`src/rtl/shape_pkg.sv`:
```
// Shared shape/area types for the area scheduler: a shape is a kind plus two
// 18-bit dimensions, and an area result is the full-width 36-bit product.
package shape_pkg;

    localparam int KIND_W  = 3;
    localparam int DIM_W   = 18;
    localparam int SHAPE_W = KIND_W + 2 * DIM_W;
    localparam int AREA_W  = 2 * DIM_W;

    typedef enum logic [KIND_W-1:0] {
        SHAPE_RECT    = 3'd0,
        SHAPE_TRI     = 3'd1,
        SHAPE_ELLIPSE = 3'd2
    } shape_kind_e;

    typedef struct packed {
        shape_kind_e        kind;
        logic [DIM_W-1:0]   width;
        logic [DIM_W-1:0]   height;
    } shape_t;

    typedef logic [AREA_W-1:0] area_t;

    // Bounding-box area; the product of two DIM_W values always fits in AREA_W.
    function automatic area_t rect_area(input shape_t s);
        return area_t'(s.width) * area_t'(s.height);
    endfunction

endpackage

```
`src/rtl/shape_tag_fifo.sv`:
```
// In-order tag FIFO holding the requester ID of every shape issued to the
// datapath; DEPTH must be a power of two so the pointers wrap for free.
module shape_tag_fifo #(
    parameter int W     = 2,
    parameter int DEPTH = 4,
    localparam int PTR_W = (DEPTH > 1) ? $clog2(DEPTH) : 1,
    localparam int CNT_W = $clog2(DEPTH + 1)
) (
    input  logic             clk,
    input  logic             rstn,
    input  logic             push,
    input  logic [W-1:0]     push_data,
    input  logic             pop,
    output logic [W-1:0]     head_data,
    output logic             empty,
    output logic             full,
    output logic [CNT_W-1:0] count
);

    logic [W-1:0]     mem_q [DEPTH];
    logic [W-1:0]     mem_d [DEPTH];
    logic [PTR_W-1:0] wr_q, wr_d, rd_q, rd_d;
    logic [CNT_W-1:0] cnt_q, cnt_d;
    logic             push_ok, pop_ok;

    assign empty     = (cnt_q == '0);
    assign full      = (cnt_q == CNT_W'(DEPTH));
    assign count     = cnt_q;
    assign head_data = mem_q[rd_q];
    assign push_ok   = push && !full;
    assign pop_ok    = pop && !empty;

    always_comb begin
        mem_d = mem_q;
        wr_d  = wr_q;
        rd_d  = rd_q;
        cnt_d = cnt_q;
        if (push_ok) begin
            mem_d[wr_q] = push_data;
            wr_d        = wr_q + 1'b1;
        end
        if (pop_ok) begin
            rd_d = rd_q + 1'b1;
        end
        case ({push_ok, pop_ok})
            2'b10:   cnt_d = cnt_q + 1'b1;
            2'b01:   cnt_d = cnt_q - 1'b1;
            default: cnt_d = cnt_q;
        endcase
    end

    always_ff @(posedge clk or negedge rstn) begin
        if (!rstn) begin
            mem_q <= '{default: '0};
            wr_q  <= '0;
            rd_q  <= '0;
            cnt_q <= '0;
        end else begin
            mem_q <= mem_d;
            wr_q  <= wr_d;
            rd_q  <= rd_d;
            cnt_q <= cnt_d;
        end
    end

endmodule

```
`src/rtl/shape_area_scheduler.sv`:
```
// Round-robin arbiter feeding one shared area-compute datapath, with an
// in-order tag FIFO that routes each returning area back to its requester.
module shape_area_scheduler
    import shape_pkg::*;
#(
    parameter int NUM_REQ   = 4,
    parameter int TAG_DEPTH = 4
) (
    input  logic                           clk,
    input  logic                           rstn,
    input  logic   [NUM_REQ-1:0]           req_valid,
    output logic   [NUM_REQ-1:0]           req_ready,
    input  shape_t [NUM_REQ-1:0]           req_data,
    output logic                           out_valid,
    input  logic                           out_ready,
    output shape_t                         out_data,
    input  logic                           area_valid,
    output logic                           area_ready,
    input  area_t                          area_data,
    output logic   [NUM_REQ-1:0]           rsp_valid,
    input  logic   [NUM_REQ-1:0]           rsp_ready,
    output area_t                          rsp_data,
    output logic   [$clog2(TAG_DEPTH+1)-1:0] inflight,
    output logic                           err_orphan
);

    // Every valid/ready pair transfers only on a rising edge where both are high;
    // valid never waits on ready, and a held out_valid/out_data stays stable.
    localparam int ID_W  = (NUM_REQ > 1) ? $clog2(NUM_REQ) : 1;
    localparam int CNT_W = $clog2(TAG_DEPTH + 1);

    logic [ID_W-1:0] ptr_q, ptr_d;
    logic [ID_W-1:0] winner;
    logic [ID_W-1:0] head_id;
    logic            found;
    logic            can_issue;
    logic            grant;
    logic            fifo_empty;
    logic            fifo_full;
    logic            pop;
    logic            out_valid_q, out_valid_d;
    shape_t          out_data_q, out_data_d;
    logic            err_orphan_q, err_orphan_d;
    logic [CNT_W-1:0] fifo_count;

    // Circular search from the pointer; the first valid requester wins.
    always_comb begin
        winner = '0;
        found  = 1'b0;
        for (int k = 0; k < NUM_REQ; k++) begin
            if (!found && req_valid[(int'(ptr_q) + k) % NUM_REQ]) begin
                winner = ID_W'((int'(ptr_q) + k) % NUM_REQ);
                found  = 1'b1;
            end
        end
    end

    // Fullness comes from the registered count, so a same-cycle pop never frees a slot early.
    assign can_issue = rstn && (!out_valid_q || out_ready) && !fifo_full;
    assign grant     = found && can_issue;

    always_comb begin
        req_ready = '0;
        if (grant) begin
            req_ready[winner] = 1'b1;
        end
    end

    always_comb begin
        ptr_d       = ptr_q;
        out_valid_d = out_valid_q;
        out_data_d  = out_data_q;
        if (grant) begin
            ptr_d = (winner == ID_W'(NUM_REQ - 1)) ? '0 : winner + 1'b1;
        end
        if (out_valid_q && out_ready) begin
            out_valid_d = 1'b0;
        end
        if (grant) begin
            out_valid_d = 1'b1;
            out_data_d  = req_data[winner];
        end
    end

    always_comb begin
        rsp_valid = '0;
        if (area_valid && !fifo_empty) begin
            rsp_valid[head_id] = 1'b1;
        end
    end

    assign area_ready   = !fifo_empty && rsp_ready[head_id];
    assign pop          = area_valid && area_ready;
    assign rsp_data     = area_data;
    assign err_orphan_d = err_orphan_q || (area_valid && fifo_empty);

    always_ff @(posedge clk or negedge rstn) begin
        if (!rstn) begin
            ptr_q        <= '0;
            out_valid_q  <= 1'b0;
            out_data_q   <= '0;
            err_orphan_q <= 1'b0;
        end else begin
            ptr_q        <= ptr_d;
            out_valid_q  <= out_valid_d;
            out_data_q   <= out_data_d;
            err_orphan_q <= err_orphan_d;
        end
    end

    shape_tag_fifo #(
        .W     (ID_W),
        .DEPTH (TAG_DEPTH)
    ) u_tag_fifo (
        .clk       (clk),
        .rstn      (rstn),
        .push      (grant),
        .push_data (winner),
        .pop       (pop),
        .head_data (head_id),
        .empty     (fifo_empty),
        .full      (fifo_full),
        .count     (fifo_count)
    );

    assign out_valid  = out_valid_q;
    assign out_data   = out_data_q;
    assign inflight   = fifo_count;
    assign err_orphan = err_orphan_q;

endmodule

```
`config.mk`:
```
export PLATFORM = sky130hd
export DESIGN_NAME = shape_area_scheduler
export DESIGN_NICKNAME = d
export VERILOG_FILES = /design/src/rtl/shape_pkg.sv /design/src/rtl/shape_tag_fifo.sv /design/src/rtl/shape_area_scheduler.sv
export SDC_FILE = /design/constraint.sdc
export NUM_CORES = 1
export LEC_CHECK = 0
export ABC_AREA = 1
export ABC_CLOCK_PERIOD_IN_PS = 4900
export CORE_MARGIN = 2
export CORE_UTILIZATION = 28
export DETAILED_ROUTE_END_ITERATION = 16
export GPL_TIMING_DRIVEN = 0
export HOLD_SLACK_MARGIN = 0.12
export PLACE_DENSITY = 0.74
export SYNTH_ARGS = -nofsm -noshare
export SYNTH_HDL_FRONTEND = slang
export SYNTH_HIERARCHICAL = 1
export SYNTH_SLANG_ARGS = --single-unit
```
`constraint.sdc`:
```
create_clock -name clk -period 4.9 [get_ports clk]
set_input_delay 0.98 -clock clk [delete_from_list [all_inputs] [get_ports clk]]
set_output_delay 0.98 -clock clk [all_outputs]
set_load 0.005 [all_outputs]
```
==> results of run 1 <==
## per-stage QoR
stage               area [um^2]  hold WS [ns]
floorplan                  4850         0.437
global placement           7690         0.442
detailed placement         7700         0.451
CTS                        8040         0.463
global route               8040         0.475
finish                     8040         0.457
## cells in the final DEF (no fill, tap or decap)
cell type,Yosys,routed
dfrtp_1,58,58
clkinv_2,0,1
nand3_4,1,1
o21ai_1,3,3
a21oi_1,2,2
clkinv_4,0,1
inv_6,1,1
fa_1,1,1
inv_2,4,4
nand3_2,2,2
nor2_1,11,11
nor3_1,5,5
inv_1,27,27
a21o_1,1,1
nand2_4,1,1
nand3_1,14,14
nand4_1,88,88
buf_6,3,3
clkbuf_1,18,19
clkbuf_16,0,9
clkdlybuf4s50_1,0,255
buf_12,0,1
buf_2,22,23
buf_4,45,45
ha_1,5,5
nand2_2,5,5
xnor2_1,1,1
o21ai_0,7,7
nand2_1,470,470
clkbuf_8,0,2
nor2_4,2,2
o211ai_1,1,1
bufinv_16,0,2
## cell usage after synthesis (2+ instances only)
| library cell | number | area (um^2) |
|---|---|---|
| nor3_1 | 5 | 25.0 |
| inv_2 | 4 | 15.0 |
| o21ai_1 | 3 | 15.0 |
| clkbuf_1 | 18 | 67.6 |
| nand4_1 | 88 | 551 |
| o21ai_0 | 7 | 35.0 |
| ha_1 | 5 | 62.6 |
| buf_2 | 22 | 110 |
| buf_4 | 45 | 338 |
| nand3_1 | 14 | 70.1 |
| nand3_2 | 2 | 20.0 |
| inv_1 | 27 | 101 |
| a21oi_1 | 2 | 10.0 |
| dfrtp_1 | 58 | 1450 |
| nor2_1 | 11 | 41.3 |
| nor2_4 | 2 | 22.5 |
| buf_6 | 3 | 33.8 |
| nand2_2 | 5 | 31.3 |
| nand2_1 | 470 | 1760 |
## final cells by class
class	count	area, um^2
buffer	88	549
sequential	58	1450
clock buffer	12	256
inverter	32	125
tap	225	282
clock inverter	4	73.8
timing repair buffer	257	2580
multi-input combinational	620	2720
fill	1806	9080
## power groups by stage
| stage | combinational (mW) | clock [mW] | sequential [mW] |
|---|---|---|---|
| global route | 4.87 | 0.746 | 0.879 |
| finish | 4.32 | 0.712 | 0.855 |
| detailed placement | 4.32 | 0 | 0.857 |
| CTS | 4.34 | 0.722 | 0.855 |
| floorplan | 2.69 | 0 | 0.853 |
| global placement | 4.27 | 0 | 0.853 |
## flip-flops by register name, summed over array words and instances (netlist names)
signal            flops
out_data             39
out_valid             1
err_orphan            1
u_tag_fifo/mem_q      8
u_tag_fifo/wr_q       2
u_tag_fifo/count      3
ptr_q                 2
u_tag_fifo/rd_q       2
## cell families after synthesis
kind of cell	after synthesis	share of synthesized area (%)
AO/OA/AOI/OAI	14	1.55
AND/OR/NAND/NOR	599	52.7
flip-flops	58	30.0
XOR/XNOR	1	0.181
buffers and inverters	120	13.9
adder cells (fa/ha/maj)	6	1.70
## metal layers
metal	GRT usage (%)	routed length, um	vias up
li1	-	-	3048
met1	26.9	8350	2746
met2	39.4	10100	277
met3	5.57	1630	32
met4	7.18	497	0
met5	0	0	-
## worst max-delay path by stage
stage | depth (start not counted) | slack (ns) | end
after floorplan | 11 | 1.83 | req_ready[3]
after global placement | 6 | -1.59 | req_ready[0]
after detailed placement | 14 | 0.47 | req_ready[3]
after CTS | 14 | 0.45 | req_ready[3]
after global routing | 14 | 0.26 | req_ready[3]
final | 14 | 0.43 | req_ready[3]
==> impl_metrics.yaml, run 1 <==
outcome:
  status: "finished clean"
sta:
  max_freq_mhz: 224
  rsz0062_at_grt: "no"
  skew_ns: 0.00533
  fin_crit_sh_pct: 91.2
  slew_headroom_pct: 52.6
  worst_pin_slew_ns: 0.712
  slew_viol_final: 0
  setup_tns_ns: 0
  worst_slack_ns: 0.429
  hold_viol: 0
  setup_viol: 0
  period_needed_ns: 4.47
logic_synthesis:
  netlist_instances: 798
  synth_warnings: 6
  yosys_most_used_dff: "dfrtp_1"
  synth_edf_count: 0
  syn_nets: 1008
  ys_types: 26
  synth_seq_cells: 58
  synth_area_um2: 4850
  seq_area_frac_synth_pct: 30.0
  async_reset_ff_share_pct: 100
  syn_avg_cell_area_um2: 6.07
place:
  dp_hpwl_mm: 16.0
  gp_congestion: 0.903
  port_buffers: 256
  pre_cts_slack_ns: 0.469
  dp.cells: 1280
critical_path:
  r2r_start: "ptr_q[0]$_DFFE_PN0P_"
  worstPathBufferInverterCount: 5
  cp.required_ns: 3.92
  cp_cell_sequence: "clkdlybuf4s50_1 > inv_1 > nand2_1 > nand2_1 > nand2_1 > nand2_1 > nand2_1 > nand2_1 > nand2_2 > nand3_2 > buf_6 > buf_4 > nor3_1 > clkdlybuf4s50_1"
  crit_path_top_delay_cell: "clkdlybuf4s50_1"
  path_common_cell: "nand2_1"
  reg2reg_depth: 16
  rrSetupSlack_ns: 1.56
  critical_path.startpoint: "req_valid[3]"
  crit_path_max_incr_delay_ns: 0.58
  critPathKind: "in -> out"
  startpoint_type: "primary input"
  r2r-end: "u_tag_fifo/count[1]$_DFFE_PN0P_"
  cp-end-kind: "output port"
  crit_family: "buffers and inverters"
  crit_fanout: 10
  worstPathArrival_ns: 3.49
finish:
  stdcell_count: 1296
  diodes: 0
  area_growth_pct: 65.8
  final_util_pct: 46.9
  layout-drive-gt1-share_pct: 9.62
  fin_nets: 1276
global_routing:
  grt_max_degree: 33
  grt_pass1_wl_mm: 31.2
  grtUsageTotal_pct: 22.4
  grt_overflow: 0
  antenna_found_initial: 0
  grt_pass1_vias: 5919
power_and_ir_drop:
  p_int_mw: 2.79
  p_sw_mw: 3.10
  power_density_nw_per_um2: 733
  p_leak_nw: 4.12
  seq_power_share_pct: 14.5
  clkPwrFrac_pct: 12.1
  p_sw_share_pct: 52.6
  total_power_mw: 5.89
  comb_power_share_pct: 73.4
  ir_drop_v: 0.000351
clock_tree:
  clk_latency_ns: 0.33
  path_clk_slew_ns: 0.06
  cts.sinks: 58
  htree_levels: 3
  root_buffer: "clkbuf_16"
  cts_tree: "done"
  numCtsBuffers: 9
  cts_resized: 0
  ctsHoldBuffers: 0
  post_cts_buffers: 0
  cts_max_path_buffers: 2
flow_run:
  maxCapViolCount: 0
floorplan:
  coreArea_um2: 17100
  die-area_um2: 18400
  ios: 293
  placementRows: 48
  start_util_pct: 28.3
  die_height_um: 136
  die-width_um: 136
worst_hold_path:
  hp-class: "reg -> reg"
  min-delay-start: "err_orphan$_DFF_PN0_"
  holdPathEnd: "err_orphan$_DFF_PN0_"
  hold_depth: 1
routing:
  routedWlPerCell_um: 15.8
  avgViaCountPerCell: 4.71
  dr.pass1.iters: 5
  wl_mm: 20.5
  post-route-drc-count: 0
  vias: 6103
  antenna_left: 0
  drtIter0Drc: 380
(Power assumes the default switching activity.)
==> inputs of run 2 (changes only) <==
--- a/config.mk
+++ b/config.mk
@@ -7,12 +7,14 @@
 export LEC_CHECK = 0
 export ABC_AREA = 1
 export ABC_CLOCK_PERIOD_IN_PS = 4900
+export CELL_PAD_IN_SITES_DETAIL_PLACEMENT = 1
+export CELL_PAD_IN_SITES_GLOBAL_PLACEMENT = 1
 export CORE_MARGIN = 2
-export CORE_UTILIZATION = 28
+export CORE_UTILIZATION = 26
 export DETAILED_ROUTE_END_ITERATION = 16
 export GPL_TIMING_DRIVEN = 0
 export HOLD_SLACK_MARGIN = 0.12
-export PLACE_DENSITY = 0.74
+export PLACE_DENSITY = 0.95
 export SYNTH_ARGS = -nofsm -noshare
 export SYNTH_HDL_FRONTEND = slang
 export SYNTH_HIERARCHICAL = 1
==> impl_metrics.yaml, run 2 (synthesized netlist as in run 1, its figures left out) <==
critical_path:
  worstPathBufferInverterCount: 4
  cp_cell_sequence: "clkdlybuf4s50_1 > inv_1 > nand2_1 > nand3_1 > nand2_2 > nor2_4 > nand3_4 > nand4_1 > inv_2 > nand2_1 > nor2_1 > clkdlybuf4s50_1"
  cp.depth: 12
  rrSetupSlack_ns: 1.45
  crit_family: "buffers and inverters"
  crit_fanout: 9
  cp.required_ns: 3.92
  r2r_start: "ptr_q[0]$_DFFE_PN0P_"
  worstPathArrival_ns: 3.50
  critical_path.startpoint: "req_valid[1]"
  crit_path_max_incr_delay_ns: 0.52
  crit_path_top_delay_cell: "clkdlybuf4s50_1"
  startpoint_type: "primary input"
  critPathKind: "in -> out"
  cp-end-kind: "output port"
  critical_path.endpoint: "req_ready[0]"
  r2r-end: "u_tag_fifo/count[1]$_DFFE_PN0P_"
  reg2reg_depth: 16
floorplan:
  ios: 293
  die-area_um2: 19700
  coreArea_um2: 18100
  die-width_um: 141
  die_height_um: 141
  placementRows: 49
  start_util_pct: 26.7
power_and_ir_drop:
  p_sw_mw: 3.14
  comb_power_share_pct: 74.5
  p_leak_nw: 4.10
  seq_power_share_pct: 14.7
  clkPwrFrac_pct: 10.8
  ir_drop_v: 0.000308
  power_density_nw_per_um2: 735
  p_int_mw: 2.73
  p_sw_share_pct: 53.5
finish:
  mostFrequentLayoutCells: "nand2_1, clkdlybuf4s50_1, nand4_1, dfrtp_1, buf_4"
  layout_commonest_cell: "nand2_1"
  layout-drive-gt1-share_pct: 9.46
  largest_register_ffs: 39
  fill_cells: 2367
  diodes: 0
  fin_area_um2: 7990
  area_growth_pct: 64.8
  fin_nets: 1275
sta:
  slew_viol_final: 0
  rsz0062_at_grt: "no"
  fin_crit_sh_pct: 91.4
  hold_viol: 0
  hold_slack_ns: 0.473
  worst_pin_slew_ns: 0.794
  setup_tns_ns: 0
  max_freq_mhz: 223
  setup_viol: 0
  skew_ns: 0.00732
  slew_headroom_pct: 47.0
  period_needed_ns: 4.48
global_routing:
  grt_pass1_wl_mm: 34.7
  grtUsageTotal_pct: 22.7
  grt_pass1_vias: 6617
  grt_max_degree: 60
  grt_overflow: 0
  antenna_found_initial: 0
place:
  post_dp_cell_area_um2: 7690
  gp_congestion: 0.848
  dp_hpwl_mm: 17.6
  port_buffers: 256
clock_tree:
  path_clk_slew_ns: 0.05
  cts_tree: "done"
  cts_resized: 0
  clk_latency_ns: 0.33
  post_cts_buffers: 0
  cts_max_path_buffers: 2
  htree_levels: 3
  ctsHoldBuffers: 0
  numCtsBuffers: 9
  cts.sinks: 58
  root_buffer: "clkbuf_16"
routing:
  dr.pass1.iters: 4
  post-route-drc-count: 0
  wl_mm: 22.4
  avgViaCountPerCell: 4.81
  routedWlPerCell_um: 17.3
  vias: 6235
  antenna_left: 0
  drtIter0Drc: 221
worst_hold_path:
  hold_depth: 2
  hp-class: "reg -> reg"
flow_run:
  maxCapViolCount: 0
outcome:
  status: "finished clean"
[run 2: worst min-delay path by stage]
stage                                 endpoint                             from  slack, ns
2_1_floorplan  u_tag_fifo/mem_q[0]$_DFFE_PN0P_  u_tag_fifo/mem_q[0]$_DFFE_PN0P_       0.44
3_3_place_gp              err_orphan$_DFF_PN0_             err_orphan$_DFF_PN0_       0.44
3_5_place_dp   u_tag_fifo/mem_q[0]$_DFFE_PN0P_  u_tag_fifo/mem_q[0]$_DFFE_PN0P_       0.46
4_1_cts        u_tag_fifo/mem_q[0]$_DFFE_PN0P_  u_tag_fifo/mem_q[0]$_DFFE_PN0P_       0.48
5_1_grt                out_data[1]$_DFFE_PN0P_          out_data[1]$_DFFE_PN0P_       0.49
6_report               out_data[6]$_DFFE_PN0P_          out_data[6]$_DFFE_PN0P_       0.47
[run 2: per-layer routing]
layer / routed length, um / vias to the layer above / track usage (%) / share of wire (%)
li1: - / 3041 / - / -
met1: 9290 / 2923 / 26.8 / 41
met2: 11100 / 233 / 40.0 / 50
met3: 1470 / 38 / 5.37 / 6.6
met4: 541 / 0 / 8.58 / 2.4
met5: 0 / - / 0 / 0
[run 2: area by class of cell]
class | instances | area, um^2 | area share [%]
multi-input cells | 620 | 2720 | 34.1
plain buffers | 88 | 549 | 6.88
inverters | 32 | 125 | 1.57
repair buffers | 256 | 2560 | 32.1
flip-flops and latches | 58 | 1450 | 18.2
clock buffers | 11 | 253 | 3.17
clock inverters | 3 | 40.0 | 0.501
well taps | 229 | 287 | 3.59
[run 2: per-stage QoR]
step	instances	total power, mW	setup slack (ns)	utilization (%)
2_1_floorplan	798	3.54	1.83	-
3_3_place_gp	1283	5.11	-1.86	42.4
3_5_place_dp	1283	5.27	0.366	42.4
4_1_cts	1297	5.93	0.362	44.0
5_1_grt	1297	6.49	0.174	44.0
6_report	1297	5.87	0.424	44.0
[run 2: worst register-to-register path, stage by stage, from the launching register on]
cell and delay (ns):
dfrtp_1 0.35, buf_4 0.18, inv_6 0.11, nand2_1 0.07, nand2_1 0.08, nand2_1 0.08
nand2_1 0.12, nor2_4 0.05, nand3_4 0.12, nand4_1 0.35, inv_2 0.34, buf_2 0.36
nand2_1 0.21, ha_1 0.26, inv_1 0.09, fa_1 0.41, o21ai_0 0.19
[run 2: power groups by stage]
stage	sequential [mW]	combinational, mW	clock (mW)
2_1_floorplan	0.853	2.69	0
5_1_grt	0.890	4.93	0.671
3_5_place_dp	0.868	4.40	0
6_report	0.864	4.37	0.635
4_1_cts	0.866	4.42	0.650
3_3_place_gp	0.856	4.25	0
==> inputs of run 3 (changes only) <==
--- a/config.mk
+++ b/config.mk
@@ -15,6 +15,7 @@
 export GPL_TIMING_DRIVEN = 0
 export HOLD_SLACK_MARGIN = 0.12
 export PLACE_DENSITY = 0.95
+export SLEW_MARGIN = 20
 export SYNTH_ARGS = -nofsm -noshare
 export SYNTH_HDL_FRONTEND = slang
 export SYNTH_HIERARCHICAL = 1
==> impl_metrics.yaml, run 3 (synthesized netlist as in run 1, its figures left out) <==
sta:
  hold_viol: 0
  rsz0062_at_grt: "no"
  hold_slack_ns: 0.469
  worst_pin_slew_ns: 0.592
  skew_ns: 0.00678
  slew_viol_final: 0
  max_freq_mhz: 224
  period_needed_ns: 4.47
  fin_crit_sh_pct: 91.3
  setup_viol: 0
  slew_headroom_pct: 60.5
routing:
  antenna_left: 0
  avgViaCountPerCell: 4.81
  wl_mm: 22.4
  dr.pass1.iters: 5
  vias: 6249
  routedWlPerCell_um: 17.3
  drtIter0Drc: 230
  post-route-drc-count: 0
clock_tree:
  numCtsBuffers: 9
  path_clk_slew_ns: 0.05
  cts.sinks: 58
  htree_levels: 3
  cts_resized: 0
  cts_max_path_buffers: 2
  cts_tree: "done"
  ctsHoldBuffers: 0
  post_cts_buffers: 0
  clk_latency_ns: 0.33
  root_buffer: "clkbuf_16"
place:
  port_buffers: 256
  post_dp_cell_area_um2: 7710
  dp_hpwl_mm: 17.8
  gp_congestion: 0.848
outcome:
  status: "finished clean"
worst_hold_path:
  hold_depth: 2
  hp-class: "reg -> reg"
finish:
  area_growth_pct: 65.5
  layout_commonest_cell: "nand2_1"
  fin_nets: 1276
  mostFrequentLayoutCells: "nand2_1, clkdlybuf4s50_1, nand4_1, dfrtp_1, buf_4"
  layout-drive-gt1-share_pct: 9.53
  fin_area_um2: 8020
  diodes: 0
  largest_register_ffs: 39
global_routing:
  grt_pass1_vias: 6631
  grtUsageTotal_pct: 22.9
  grt_pass1_wl_mm: 35.2
  grt_max_degree: 39
  grt_overflow: 0
  antenna_found_initial: 1
floorplan:
  die_height_um: 141
  ios: 293
  die-width_um: 141
  placementRows: 49
  die-area_um2: 19700
  coreArea_um2: 18100
  start_util_pct: 26.7
power_and_ir_drop:
  power_density_nw_per_um2: 736
  p_sw_mw: 3.15
  ir_drop_v: 0.000442
  seq_power_share_pct: 14.7
  p_sw_share_pct: 53.4
  p_leak_nw: 4.11
  p_int_mw: 2.75
  total_power_mw: 5.90
  comb_power_share_pct: 74.2
  clkPwrFrac_pct: 11.1
critical_path:
  cp.depth: 12
  worstPathBufferInverterCount: 4
  cp_cell_sequence: "clkdlybuf4s50_1 > inv_1 > nand2_1 > nand3_1 > nand2_2 > nor2_4 > nand3_4 > nand4_1 > inv_2 > nand2_1 > nor2_1 > clkdlybuf4s50_1"
  crit_family: "buffers and inverters"
  startpoint_type: "primary input"
  crit_path_max_incr_delay_ns: 0.52
  critPathKind: "in -> out"
  cp.required_ns: 3.92
  crit_fanout: 9
  worstPathArrival_ns: 3.49
  reg2reg_depth: 16
  crit_path_top_delay_cell: "clkdlybuf4s50_1"
  cp-end-kind: "output port"
flow_run:
  maxCapViolCount: 0
-- run 3: changes by cell type in the layout (fill, tap and decap cells not counted) --
cell and delta:
clkbuf_8 +1, clkbuf_1 +1, clkinv_2 -1, buf_12 +1
-- run 3: stage by stage --
stage / setup TNS, ns / util (%) / instances / worst slack [ns]
3_3_place_gp: -50.45 / 42.4 / 1283 / -1.86
2_1_floorplan: 0 / - / 798 / 1.83
3_5_place_dp: 0 / 42.5 / 1284 / 0.381
4_1_cts: 0 / 44.2 / 1299 / 0.367
6_report: 0 / 44.2 / 1299 / 0.428
5_1_grt: 0 / 44.2 / 1299 / 0.167
-- run 3: cell type report --
class / count / area [um^2]
buffer: 88 / 549
fill: 2367 / 10100
clock inverter: 2 / 35.0
multi-input combinational: 620 / 2720
inverter: 32 / 125
clock buffer: 13 / 270
tap: 229 / 287
timing repair buffer: 257 / 2580
sequential: 58 / 1450
-- run 3: final timing paths --
check                                           startpoint                               to  slack (ns)
max in group asynchronous                             rstn          out_data[5]$_DFFE_PN0P_        3.84
min reg2reg                u_tag_fifo/mem_q[0]$_DFFE_PN0P_  u_tag_fifo/mem_q[0]$_DFFE_PN0P_        0.47
min in group asynchronous                             rstn  u_tag_fifo/count[0]$_DFFE_PN0P_        0.53
max                                           req_valid[3]                     req_ready[0]        0.43
min                        u_tag_fifo/mem_q[0]$_DFFE_PN0P_  u_tag_fifo/mem_q[0]$_DFFE_PN0P_        0.47
max reg2reg                           ptr_q[0]$_DFFE_PN0P_  u_tag_fifo/count[1]$_DFFE_PN0P_        1.42
-- run 3: worst register-to-register path, stage by stage, from the launching register on --
cell	delay, ns
dfrtp_1	0.35
buf_4	0.18
inv_6	0.11
nand2_1	0.07
nand2_1	0.08
nand2_1	0.08
nand2_1	0.12
nor2_4	0.05
nand3_4	0.13
nand4_1	0.36
inv_2	0.33
buf_2	0.37
nand2_1	0.21
ha_1	0.27
inv_1	0.10
fa_1	0.41
o21ai_0	0.19
-- run 3: power groups by stage --
stage | combinational, mW | sequential (mW) | clock, mW
floorplan | 2.69 | 0.853 | 0
detailed placement | 4.40 | 0.868 | 0
global route | 4.94 | 0.891 | 0.690
finish | 4.38 | 0.865 | 0.656
global placement | 4.25 | 0.856 | 0
CTS | 4.42 | 0.866 | 0.669
-- run 3: metal layers --
metal | global-route usage [%] | vias to the layer above | part of all wire, %
met5 | 0 | - | 0.080
met4 | 8.05 | 2 | 2.2
met3 | 5.57 | 33 | 6.9
met2 | 40.5 | 236 | 50
met1 | 27.0 | 2936 | 41
li1 | - | 3042 | -
